**src/rtl/counter_pkg.sv**
```systemverilog
// Shared definitions for the counter load/check controller: default widths,
// the controller state encoding and the mismatch counter limits.
package counter_pkg;

    localparam int CNT_W_DEF = 10;
    localparam int LEN_W_DEF = 8;
    localparam int MCNT_W    = 16;

    localparam logic [MCNT_W-1:0] MCNT_MAX = '1;

    typedef enum logic [1:0] {
        IDLE  = 2'd0,
        LOAD  = 2'd1,
        RUN   = 2'd2,
        CHECK = 2'd3
    } state_t;

    // Saturating increment used for the running mismatch count.
    function automatic logic [MCNT_W-1:0] sat_inc(input logic [MCNT_W-1:0] v);
        return (v == MCNT_MAX) ? v : v + 1'b1;
    endfunction

endpackage

```
**src/rtl/run_timer.sv**
```systemverilog
// Run-length down-counter: armed by a one-cycle start strobe with len, then
// raises expire during the last of the len cycles that follow the strobe.
module run_timer #(
    parameter int LEN_W = 8
) (
    input  logic             clk,
    input  logic             rst,
    input  logic             start,
    input  logic [LEN_W-1:0] len,
    output logic             expire
);

    logic [LEN_W-1:0] rem;

    always_ff @(posedge clk) begin
        if (rst) begin
            rem <= '0;
        end else if (start) begin
            rem <= len;
        end else if (rem != '0) begin
            rem <= rem - 1'b1;
        end
    end

    // rem counts len..1 across the run; a zero length never expires.
    assign expire = (rem == LEN_W'(1));

endmodule

```
**src/rtl/counter_load_ctrl.sv**
```systemverilog
// Loads a downstream counter, lets it run for len cycles, then checks its
// value against start+len and keeps a saturating count of failed checks.
module counter_load_ctrl
    import counter_pkg::*;
#(
    parameter int                CNT_W    = CNT_W_DEF,
    parameter int                LEN_W    = LEN_W_DEF,
    parameter logic [MCNT_W-1:0] MCNT_RST = '0
) (
    input  logic              clk,
    input  logic              rst,
    input  logic              cmd_valid,
    output logic              cmd_ready,
    input  logic [CNT_W-1:0]  cmd_start,
    input  logic [LEN_W-1:0]  cmd_len,
    output logic              load,
    output logic [CNT_W-1:0]  load_count_value,
    input  logic [CNT_W-1:0]  count_in,
    output logic              busy,
    output logic              done,
    output logic              match,
    output logic [MCNT_W-1:0] mismatch_cnt
);

    state_t           state;
    logic [CNT_W-1:0] start_q;
    logic [LEN_W-1:0] len_q;
    logic [CNT_W-1:0] expected;
    logic             expire;
    logic             hit;

    // Wrap-around is intentional: the counter is CNT_W bits wide as well.
    assign expected  = start_q + CNT_W'(len_q);
    assign hit       = (count_in == expected);
    assign cmd_ready = (state == IDLE);
    assign busy      = (state != IDLE);

    run_timer #(
        .LEN_W (LEN_W)
    ) u_run_timer (
        .clk    (clk),
        .rst    (rst),
        .start  (state == LOAD),
        .len    (len_q),
        .expire (expire)
    );

    always_ff @(posedge clk) begin
        if (rst) begin
            state            <= IDLE;
            start_q          <= '0;
            len_q            <= '0;
            load             <= 1'b0;
            load_count_value <= '0;
            done             <= 1'b0;
            match            <= 1'b0;
            mismatch_cnt     <= MCNT_RST;
        end else begin
            load             <= 1'b0;
            load_count_value <= '0;
            done             <= 1'b0;
            unique case (state)
                IDLE: begin
                    if (cmd_valid) begin
                        start_q          <= cmd_start;
                        len_q            <= cmd_len;
                        load             <= 1'b1;
                        load_count_value <= cmd_start;
                        state            <= LOAD;
                    end
                end
                LOAD: begin
                    state <= (len_q != '0) ? RUN : CHECK;
                end
                RUN: begin
                    if (expire) state <= CHECK;
                end
                CHECK: begin
                    // Result lands in the done cycle, which is also IDLE.
                    done  <= 1'b1;
                    match <= hit;
                    if (!hit) mismatch_cnt <= sat_inc(mismatch_cnt);
                    state <= IDLE;
                end
                default: state <= IDLE;
            endcase
        end
    end

endmodule

```
**config.mk**
```make
export PLATFORM = sky130hd
export DESIGN_NAME = counter_load_ctrl
export DESIGN_NICKNAME = d
export VERILOG_FILES = /design/src/rtl/counter_pkg.sv /design/src/rtl/run_timer.sv /design/src/rtl/counter_load_ctrl.sv
export SDC_FILE = /design/constraint.sdc
export NUM_CORES = 1
export LEC_CHECK = 0
export ABC_AREA = 1
export CAP_MARGIN = 0
export CORE_MARGIN = 4
export CORE_UTILIZATION = 51
export DETAILED_ROUTE_END_ITERATION = 6
export GPL_TIMING_DRIVEN = 0
export HOLD_SLACK_MARGIN = 0.05
export PLACE_DENSITY = 0.85
export SLEW_MARGIN = 25
export SYNTH_ARGS = -nofsm -noshare
export SYNTH_HDL_FRONTEND = slang
export SYNTH_SLANG_ARGS = --single-unit
export TNS_END_PERCENT = 30
```
**constraint.sdc**
```tcl
create_clock -name clk -period 2.4 [get_ports clk]
set_input_delay 0.48 -clock clk [delete_from_list [all_inputs] [get_ports clk]]
set_output_delay 0.48 -clock clk [all_outputs]
set_load 0.02 [all_outputs]
```
==> impl_metrics.yaml, run 1 <==
run_status:
  status: "completed"
final_layout:
  nets: 547
  fill_cells: 481
  synthToLayoutAreaGrowth_pct: 30.4
  diodes: 0
  drive_above_1_share_pct: 12.5
grt:
  grt_max_degree: 11
  top_usage_layer: "met2"
  antenna_found_initial: 0
  grt_pass1_vias: 3095
  grt_pass1_wl_um: 13900
  gr-total-overflow: 0
  track_usage_pct: 23.3
  met3_usage_pct: 4.92
  grt_use_met1_pct: 27.7
  met2_usage_pct: 38.6
floorplanning:
  design.core.area_mm2: 0.00599
  io_pins: 62
  rows: 28
  die_area_mm2: 0.00755
  fp.dieW_um: 86.9
  initial_utilization_pct: 53.0
  die_h_um: 86.9
setup_path:
  slowest_stage: "fa_2"
  cp-start-kind: "register"
  rr_worst_depth: 11
  slowest_delay_ns: 0.52
  worstSetupEndpointType: "register"
  rr_endpoint: "mismatch_cnt[11]"
  crit_chain: "ha_4 -> fa_2 -> xnor2_1 -> nand2_1 -> nor2_2 -> nand3_2 -> nor2_4 -> nand3_4 -> buf_4 -> nand4_1 -> a21oi_2"
  rr_startpoint: "len_q[0]"
  rrSetupSlack_ns: 0.08
  worst-setup-path-type: "register to register"
  cp_num_buf_inv: 1
  cp.required_ns: 2.60
  cp_max_fo: 10
  crit_arrival_ns: 2.52
  cpLargestDelayFamily: "simple AND/OR/NAND/NOR gates"
worst_hold_path:
  min_from: "len_q[5]"
  hold_depth: 2
  hold_end: "u_run_timer.rem[5]"
  min_path_type: "register to register"
yosys:
  synth_seq_cells: 57
  synth_simple_gate_area_share_pct: 33.0
  ys_top_cells_by_area: "dfxtp_1 (36%), nand2_1 (14%), ha_1 (5.9%), inv_1 (5.3%), nor2_1 (4.3%)"
  synthMuxAreaShare_pct: 0
  yosys.area.top_type: "dfxtp_1"
  synth_nets: 474
  synth-compound-area-share_pct: 9.66
  synth_top_area_share_pct: 36.0
  synth.distinct_cells: 35
  syn_area_mm2: 0.00317
  synth_top_family_by_area: "simple AND/OR/NAND/NOR gates"
  yosysSeqAreaShare_pct: 36.0
  synthesis.area_per_instance_um2: 7.43
  synthAdderAreaFrac_pct: 6.55
  syn_inst: 427
  ys_warn_count: 0
  synthXorXnorAreaFrac_pct: 6.90
clock_tree:
  cts_tree: "yes"
  cts_sinks: 57
  htreeDepth: 3
  clock_path_buffers: 2
  hold_buffers: 0
  cts_buffers: 9
  clock-root-buffer: "clkbuf_8"
  clk_latency_ns: 0.34
  clk_pin_slew_ns: 0.07
power_and_ir_drop:
  power.leakage_nw: 1.84
  power_density_mw_per_mm2: 857
  ir_drop_v: 0.000417
place:
  hpwl_um: 5930
  io_buffers: 60
  place_congestion: 0.882
  pre_cts_ws_ns: -0.186
timing:
  tns_ns: 0
  whs_ns: 0.505
  min_period_ns: 2.32
  hold_viol: 0
  finalCritPeriodShare_pct: 96.8
  relSlewSlack_pct: 54.3
  final_max_slew_viol_count: 0
  worst_pin_slew_ns: 0.685
  setup_viol: 0
  fin_skew_ns: 0.00953
  setup_ws_ns: 0.0774
  rsz0062_at_grt: "true"
  fmax_mhz: 431
detailed_routing:
  wl_per_cell_um: 14.2
  drt-vias-per-instance: 5.28
  drt_wl_total_um: 8220
  ant_nets: 0
  drt_iter0_drc: 220
  firstDrtPassIters: 4
  drcViolationCount: 0
  vias: 3065
job:
  maxCapViolCount: 0
==> tightest hold or removal path, delay by kind of cell (launching register included) <==
kind | cells | cell delay, ns
flip-flops | 1 | 0.34
AO/OA/AOI/OAI | 1 | 0.06
AND/OR/NAND/NOR | 1 | 0.07
==> registers in the layout, indices dropped and copies added (netlist names) <==
register          cells
done                  1
len_q                 8
load                  1
load_count_value     10
match                 1
mismatch_cnt         16
start_q              10
state                 2
u_run_timer.rem       8
==> report_power, final <==
part / leakage (nW) / internal (W) / total [W] / switching (W)
registers: 0.466 / 0.00111 / 0.00125 / 0.000141
logic: 1.27 / 0.000554 / 0.00133 / 0.000778
clock network: 0.105 / 0.000562 / 0.000959 / 0.000396
total: 1.84 / 0.00223 / 0.00354 / 0.00132
==> cells in the final DEF (no fill, tap or decap), types with 13 or more instances in the layout <==
cell / n
a21oi_1: 16
clkdlybuf4s50_1: 60
dfxtp_1: 55
ha_1: 14
inv_1: 45
nand2_1: 119
nand3_1: 23
nand4_1: 21
nor2_1: 34
xnor2_1: 13
==> what timing repair did <==
action / in CTS / in global routing
endpoints found under the setup margin: 10 / 32
gates resized for setup: 4 / 7
setup buffers: 1 / 1
pin swaps: 2 / 4
==> cells in the mapped netlist <==
| cell type | n |
|---|---|
| a21oi_1 | 16 |
| a21oi_2 | 10 |
| a22oi_1 | 1 |
| a31o_2 | 10 |
| a31oi_1 | 2 |
| a41oi_1 | 1 |
| buf_1 | 2 |
| buf_2 | 2 |
| buf_8 | 1 |
| clkbuf_1 | 8 |
| clkinv_1 | 1 |
| dfxtp_1 | 57 |
| fa_1 | 1 |
| ha_1 | 15 |
| inv_1 | 45 |
| inv_2 | 4 |
| nand2_1 | 119 |
| nand2_2 | 2 |
| nand2_4 | 1 |
| nand3_1 | 24 |
| nand3_4 | 2 |
| nand3b_1 | 4 |
| nand4_1 | 21 |
| nand4_4 | 2 |
| nor2_1 | 36 |
| nor2_2 | 2 |
| nor2_4 | 1 |
| nor2_8 | 1 |
| nor3_1 | 3 |
| nor4_1 | 3 |
| o21a_1 | 1 |
| o21ai_0 | 3 |
| or3_1 | 1 |
| xnor2_1 | 13 |
| xor2_1 | 12 |
==> layer usage <==
layer | up-vias | part of all wire (%)
li1 | 1538 | -
met1 | 1399 | 42
met2 | 102 | 49
met3 | 26 | 6.2
met4 | 0 | 3.4
met5 | - | 0
==> area by class of cell <==
cell class	instances	area, um2	area share, %
inverters	50	188	4.54
well taps	75	93.8	2.27
repair buffers	62	616	14.9
multi-input cells	307	1820	43.9
clock buffers	12	165	3.99
clock inverters	4	50.0	1.21
flip-flops and latches	57	1140	27.6
plain buffers	13	65.1	1.57
==> per-stage QoR <==
stage               instances  power, W  cell area [um2]  util (%)
floorplan                 427   0.00217             3170         -
global placement          562   0.00250             3870      64.6
detailed placement        562   0.00255             3870      64.6
CTS                       579   0.00353             4100      68.4
global route              580   0.00381             4140      69.1
finish                    580   0.00354             4140      69.1
==> worst max-delay path by stage <==
stage                     startpoint  cells past startpoint               end
after CTS                   len_q[0]                     11  mismatch_cnt[11]
final                       len_q[0]                     11  mismatch_cnt[11]
after floorplan             len_q[0]                     11  mismatch_cnt[10]
after detailed placement   cmd_valid                      6        start_q[6]
after global placement     cmd_valid                      6        start_q[8]
after global routing        len_q[0]                     12  mismatch_cnt[13]
==> logic make-up after synthesis <==
| kind of cell | Yosys count |
|---|---|
| buffers and inverters | 63 |
| xor gates and xnor gates | 25 |
| adders and majority gates | 16 |
| AOI/OAI and AO/OA | 44 |
| DFF | 57 |
| and+or+nand+nor | 222 |
Power figures use the tool's default switching activity.
==> inputs of run 2 (changes only) <==
Settings changed: CORE_MARGIN 4 to 8.
==> run 2 against run 1 <==
Against the previous run: fmax up 1.7%; critical endpoint unchanged; total power down 2.9%; non-clock buffer count up 1; global-route usage down 4.6 points; die area up 19%; combinational power about the same.
==> impl_metrics.yaml, run 2 (same netlist as run 1, synthesis figures left out) <==
run_status:
  status: "completed"
final_layout:
  diodes: 0
  synthToLayoutAreaGrowth_pct: 29.7
  top_regs: "mismatch_cnt x16, load_count_value x10, start_q x10"
  nets: 548
  largest_reg_flops: 16
  regMostFlops: "mismatch_cnt"
  multi_input_area_mm2: 0.00180
  most-common-layout-cells: "nand2_1 (119), clkdlybuf4s50_1 (60), dfxtp_1 (55)"
  fill_cells: 505
  regArea_mm2: 0.00114
  drive_above_1_share_pct: 12.3
  layout_commonest_cell: "nand2_1"
timing:
  hold_viol: 0
  min_period_ns: 2.28
  final_max_slew_viol_count: 0
  relSlewSlack_pct: 50.7
  tns_ns: 0
  rsz0062_at_grt: "false"
  setup_viol: 0
  fin_skew_ns: 0.0104
  fmax_mhz: 438
  whs_ns: 0.497
  finalCritPeriodShare_pct: 95.1
  worst_pin_slew_ns: 0.739
setup_path:
  crit_chain: "ha_4 -> fa_2 -> xnor2_1 -> nand2_1 -> nor2_1 -> nand3_1 -> nor2_2 -> nand3_4 -> nand3_4 -> buf_8 -> nand2_1 -> a21oi_2"
  worst-setup-path-type: "register to register"
  cpLargestDelayFamily: "simple AND/OR/NAND/NOR gates"
  cp-start-kind: "register"
  cp_max_fo: 10
  cp.required_ns: 2.66
  worstSetupEndpointType: "register"
  cp_num_buf_inv: 1
  slowest_delay_ns: 0.53
  slowest_stage: "fa_2"
  crit_arrival_ns: 2.55
worst_hold_path:
  min_path_type: "register to register"
power_and_ir_drop:
  power_density_mw_per_mm2: 836
  total_power_w: 0.00344
  power.leakage_nw: 1.85
  ir_drop_v: 0.000411
floorplanning:
  rows: 28
  initial_utilization_pct: 53.3
  fp.dieW_um: 94.9
  design.core.area_mm2: 0.00596
  die_h_um: 94.9
  io_pins: 62
  die_area_mm2: 0.00900
clock_tree:
  clk_latency_ns: 0.34
  clock-root-buffer: "clkbuf_8"
  cts_tree: "yes"
  clk_pin_slew_ns: 0.06
  cts_sinks: 57
  cts_buffers: 9
  htreeDepth: 3
  clock_path_buffers: 2
  hold_buffers: 0
detailed_routing:
  ant_nets: 0
  vias: 3024
  firstDrtPassIters: 4
  drcViolationCount: 0
  wl_per_cell_um: 14.1
  drt-vias-per-instance: 5.20
  drt_iter0_drc: 159
  drt_wl_total_um: 8180
grt:
  gr-total-overflow: 0
  met2_usage_pct: 32.3
  grt_pass1_wl_um: 13400
  grt_use_met1_pct: 21.2
  track_usage_pct: 18.6
  top_usage_layer: "met2"
  antenna_found_initial: 0
  met3_usage_pct: 5.95
  grt_max_degree: 11
  grt_pass1_vias: 2934
job:
  maxCapViolCount: 0
place:
  hpwl_um: 6160
  io_buffers: 60
  place_congestion: 0.929
[run 2: power breakdown]
group / internal (W) / switching (W) / leakage (nW)
combinational: 0.000552 / 0.000761 / 1.28
sequential: 0.00111 / 0.000136 / 0.466
clock: 0.000499 / 0.000382 / 0.102
total: 0.00216 / 0.00128 / 1.85
[run 2: path summary, 6_finish.rpt]
path	from	to	slack, ns	cells past startpoint
max	len_q[0]	mismatch_cnt[11]	0.12	12
min	start_q[7]	start_q[7]	0.50	1
max reg2reg	len_q[0]	mismatch_cnt[11]	0.12	12
min reg2reg	start_q[7]	start_q[7]	0.50	1
[run 2: timing repair]
action                                  CTS  global route
buffers inserted                          1             2
endpoints found under the setup margin   10            25
pin swaps                                 1             4
gates resized for setup                   2             8
[run 2: layout make-up]
cell class,instances,area share (%)
multi-input combinational,307,43.8
sequential,57,27.8
timing repair buffer,63,15.1
inverter,50,4.56
clock buffer,10,3.34
tap,75,2.28
buffer,13,1.67
clock inverter,6,1.40
[run 2: per-layer routing]
| layer | share of wire, % | vias up |
|---|---|---|
| met4 | 0.94 | 0 |
| met2 | 49 | 81 |
| met5 | 0 | - |
| met1 | 45 | 1396 |
| met3 | 5.5 | 9 |
| li1 | - | 1538 |
[run 2: metrics by stage]
step	setup WS [ns]	cells	instance area [um2]	utilization, %
floorplan	0.281	427	3170	-
global placement	-0.116	562	3870	64.9
detailed placement	-0.162	562	3870	64.9
CTS	0.0274	579	4080	68.4
global route	0.00382	581	4120	69.1
finish	0.117	581	4120	69.1
==> patch: new RTL, flow settings as in run 1 <==
Put one more register stage on the output `load_count_value`. The value now appears one clock later. The other outputs are not delayed to match.
--- a/src/rtl/counter_load_ctrl.sv
+++ b/src/rtl/counter_load_ctrl.sv
@@ -21,6 +21,8 @@
     output logic              match,
     output logic [MCNT_W-1:0] mismatch_cnt
 );
+
+    logic [CNT_W-1:0] load_count_value_s0;
 
     state_t           state;
     logic [CNT_W-1:0] start_q;
@@ -51,13 +53,13 @@
             start_q          <= '0;
             len_q            <= '0;
             load             <= 1'b0;
-            load_count_value <= '0;
+            load_count_value_s0 <= '0;
             done             <= 1'b0;
             match            <= 1'b0;
             mismatch_cnt     <= MCNT_RST;
         end else begin
             load             <= 1'b0;
-            load_count_value <= '0;
+            load_count_value_s0 <= '0;
             done             <= 1'b0;
             unique case (state)
                 IDLE: begin
@@ -65,7 +67,7 @@
                         start_q          <= cmd_start;
                         len_q            <= cmd_len;
                         load             <= 1'b1;
-                        load_count_value <= cmd_start;
+                        load_count_value_s0 <= cmd_start;
                         state            <= LOAD;
                     end
                 end
@@ -87,5 +89,9 @@
         end
     end
 
+    always_ff @(posedge clk) begin
+        load_count_value <= load_count_value_s0;
+    end
+
 endmodule
 
Behaviour: not the same (Yosys sat finds a counterexample within 4 cycles, from zero or initial values and one cycle with rst high).
==> patch against run 1 <==
Hold slack got worse by 0.18 ns. Highest routed layer unchanged. Sequential cell count rose by 10. Sequential power increased by 18%. Design area grew 3.9%. Worst setup slack gained 0.053 ns. Via count increased by 3.2%. Power grew 9.4%. Critical endpoint is now mismatch_cnt[10]. Critical path depth increased by 4. Area after synthesis increased by 5.4%. Routed wire length shrank 3.6%. Largest power group is now sequential cells.
==> patch: results <==
set metrics [dict create \
    p_switching_mw 1.48 \
    fillCellCount 511 \
    synth-compound-area-share_pct 10.1 \
    gr-usage-met1_pct 25.5 \
    outcome "finished clean" \
    netlist_top_cells_count "nand2_1, dfxtp_1, inv_1" \
    synth_area_leaders "dfxtp_1, nand2_1, inv_1" \
    grt_max_degree 15 \
    wl_per_cell_um 13.0 \
    m1WireLength_mm 3.44 \
    drive_gt1_share_pct 8.66 \
    drt_iter0_drc 209 \
    peakVddDrop_v 0.000597 \
    synth_nets 499 \
    syn-mean-instance-area_um2 7.40 \
    via_count 3163 \
    track_usage_pct 20.4 \
    grt_pass1_vias 2920 \
    use_met2_pct 34.0 \
    yosys.area_share.xor_xnor_pct 6.55 \
    cp_slowest_cell "fa_1" \
    grt_pass1_wl_mm 12.7 \
    crit_path_max_incr_delay_ns 0.39 \
    gp_congestion 0.959 \
    synthAdderAreaFrac_pct 6.21 \
    maxSlewHeadroom_pct 54.1 \
]
## patch: cell types whose count changed in the layout (fill, tap and decap cells not counted), sizes merged, moves of 4 or more
| cell | delta |
|---|---|
| nand2 | -20 |
| o21ai | +8 |
| nand4 | -4 |
| inv | +19 |
| dfxtp | +10 |
| nor2 | +14 |
## patch: final timing paths
| check | startpoint | to | slack (ns) | cells after the start |
|---|---|---|---|---|
| worst max register to register | len_q[0] | mismatch_cnt[10] | 0.13 | 15 |
| worst max-delay path | len_q[0] | mismatch_cnt[10] | 0.13 | 15 |
| worst min-delay path | load_count_value_s0[4] | load_count_value[4] | 0.33 | 0 |
| worst min register to register | load_count_value_s0[4] | load_count_value[4] | 0.33 | 0 |
## patch: cell type report
class | instances | area [µm²] | share of cell area (%)
multi-input combinational | 305 | 1700 | 39.6
tap | 77 | 96.3 | 2.24
clock buffer | 9 | 124 | 2.88
sequential | 67 | 1340 | 31.3
clock inverter | 7 | 83.8 | 1.95
inverter | 66 | 248 | 5.76
buffer | 14 | 75.1 | 1.75
timing repair buffer | 63 | 626 | 14.6
## patch: what timing repair did
item | in CTS | in global routing
buffers inserted | 0 | 3
resized for setup | 0 | 7
setup endpoints to repair | 0 | 15
## patch: power by group through the flow
stage | registers [mW] | logic, mW | clock network (mW)
2_1_floorplan | 1.48 | 0.995 | 0
3_3_place_gp | 1.48 | 1.33 | 0
3_5_place_dp | 1.49 | 1.38 | 0
4_1_cts | 1.46 | 1.41 | 0.980
5_1_grt | 1.50 | 1.61 | 1.04
6_report | 1.47 | 1.43 | 0.970
## patch: cells by family after synthesis
family / Yosys count
simple gates: 209
xor+xnor: 25
flops: 67
buf+inv: 80
fa+ha+maj: 16
compound gates: 55
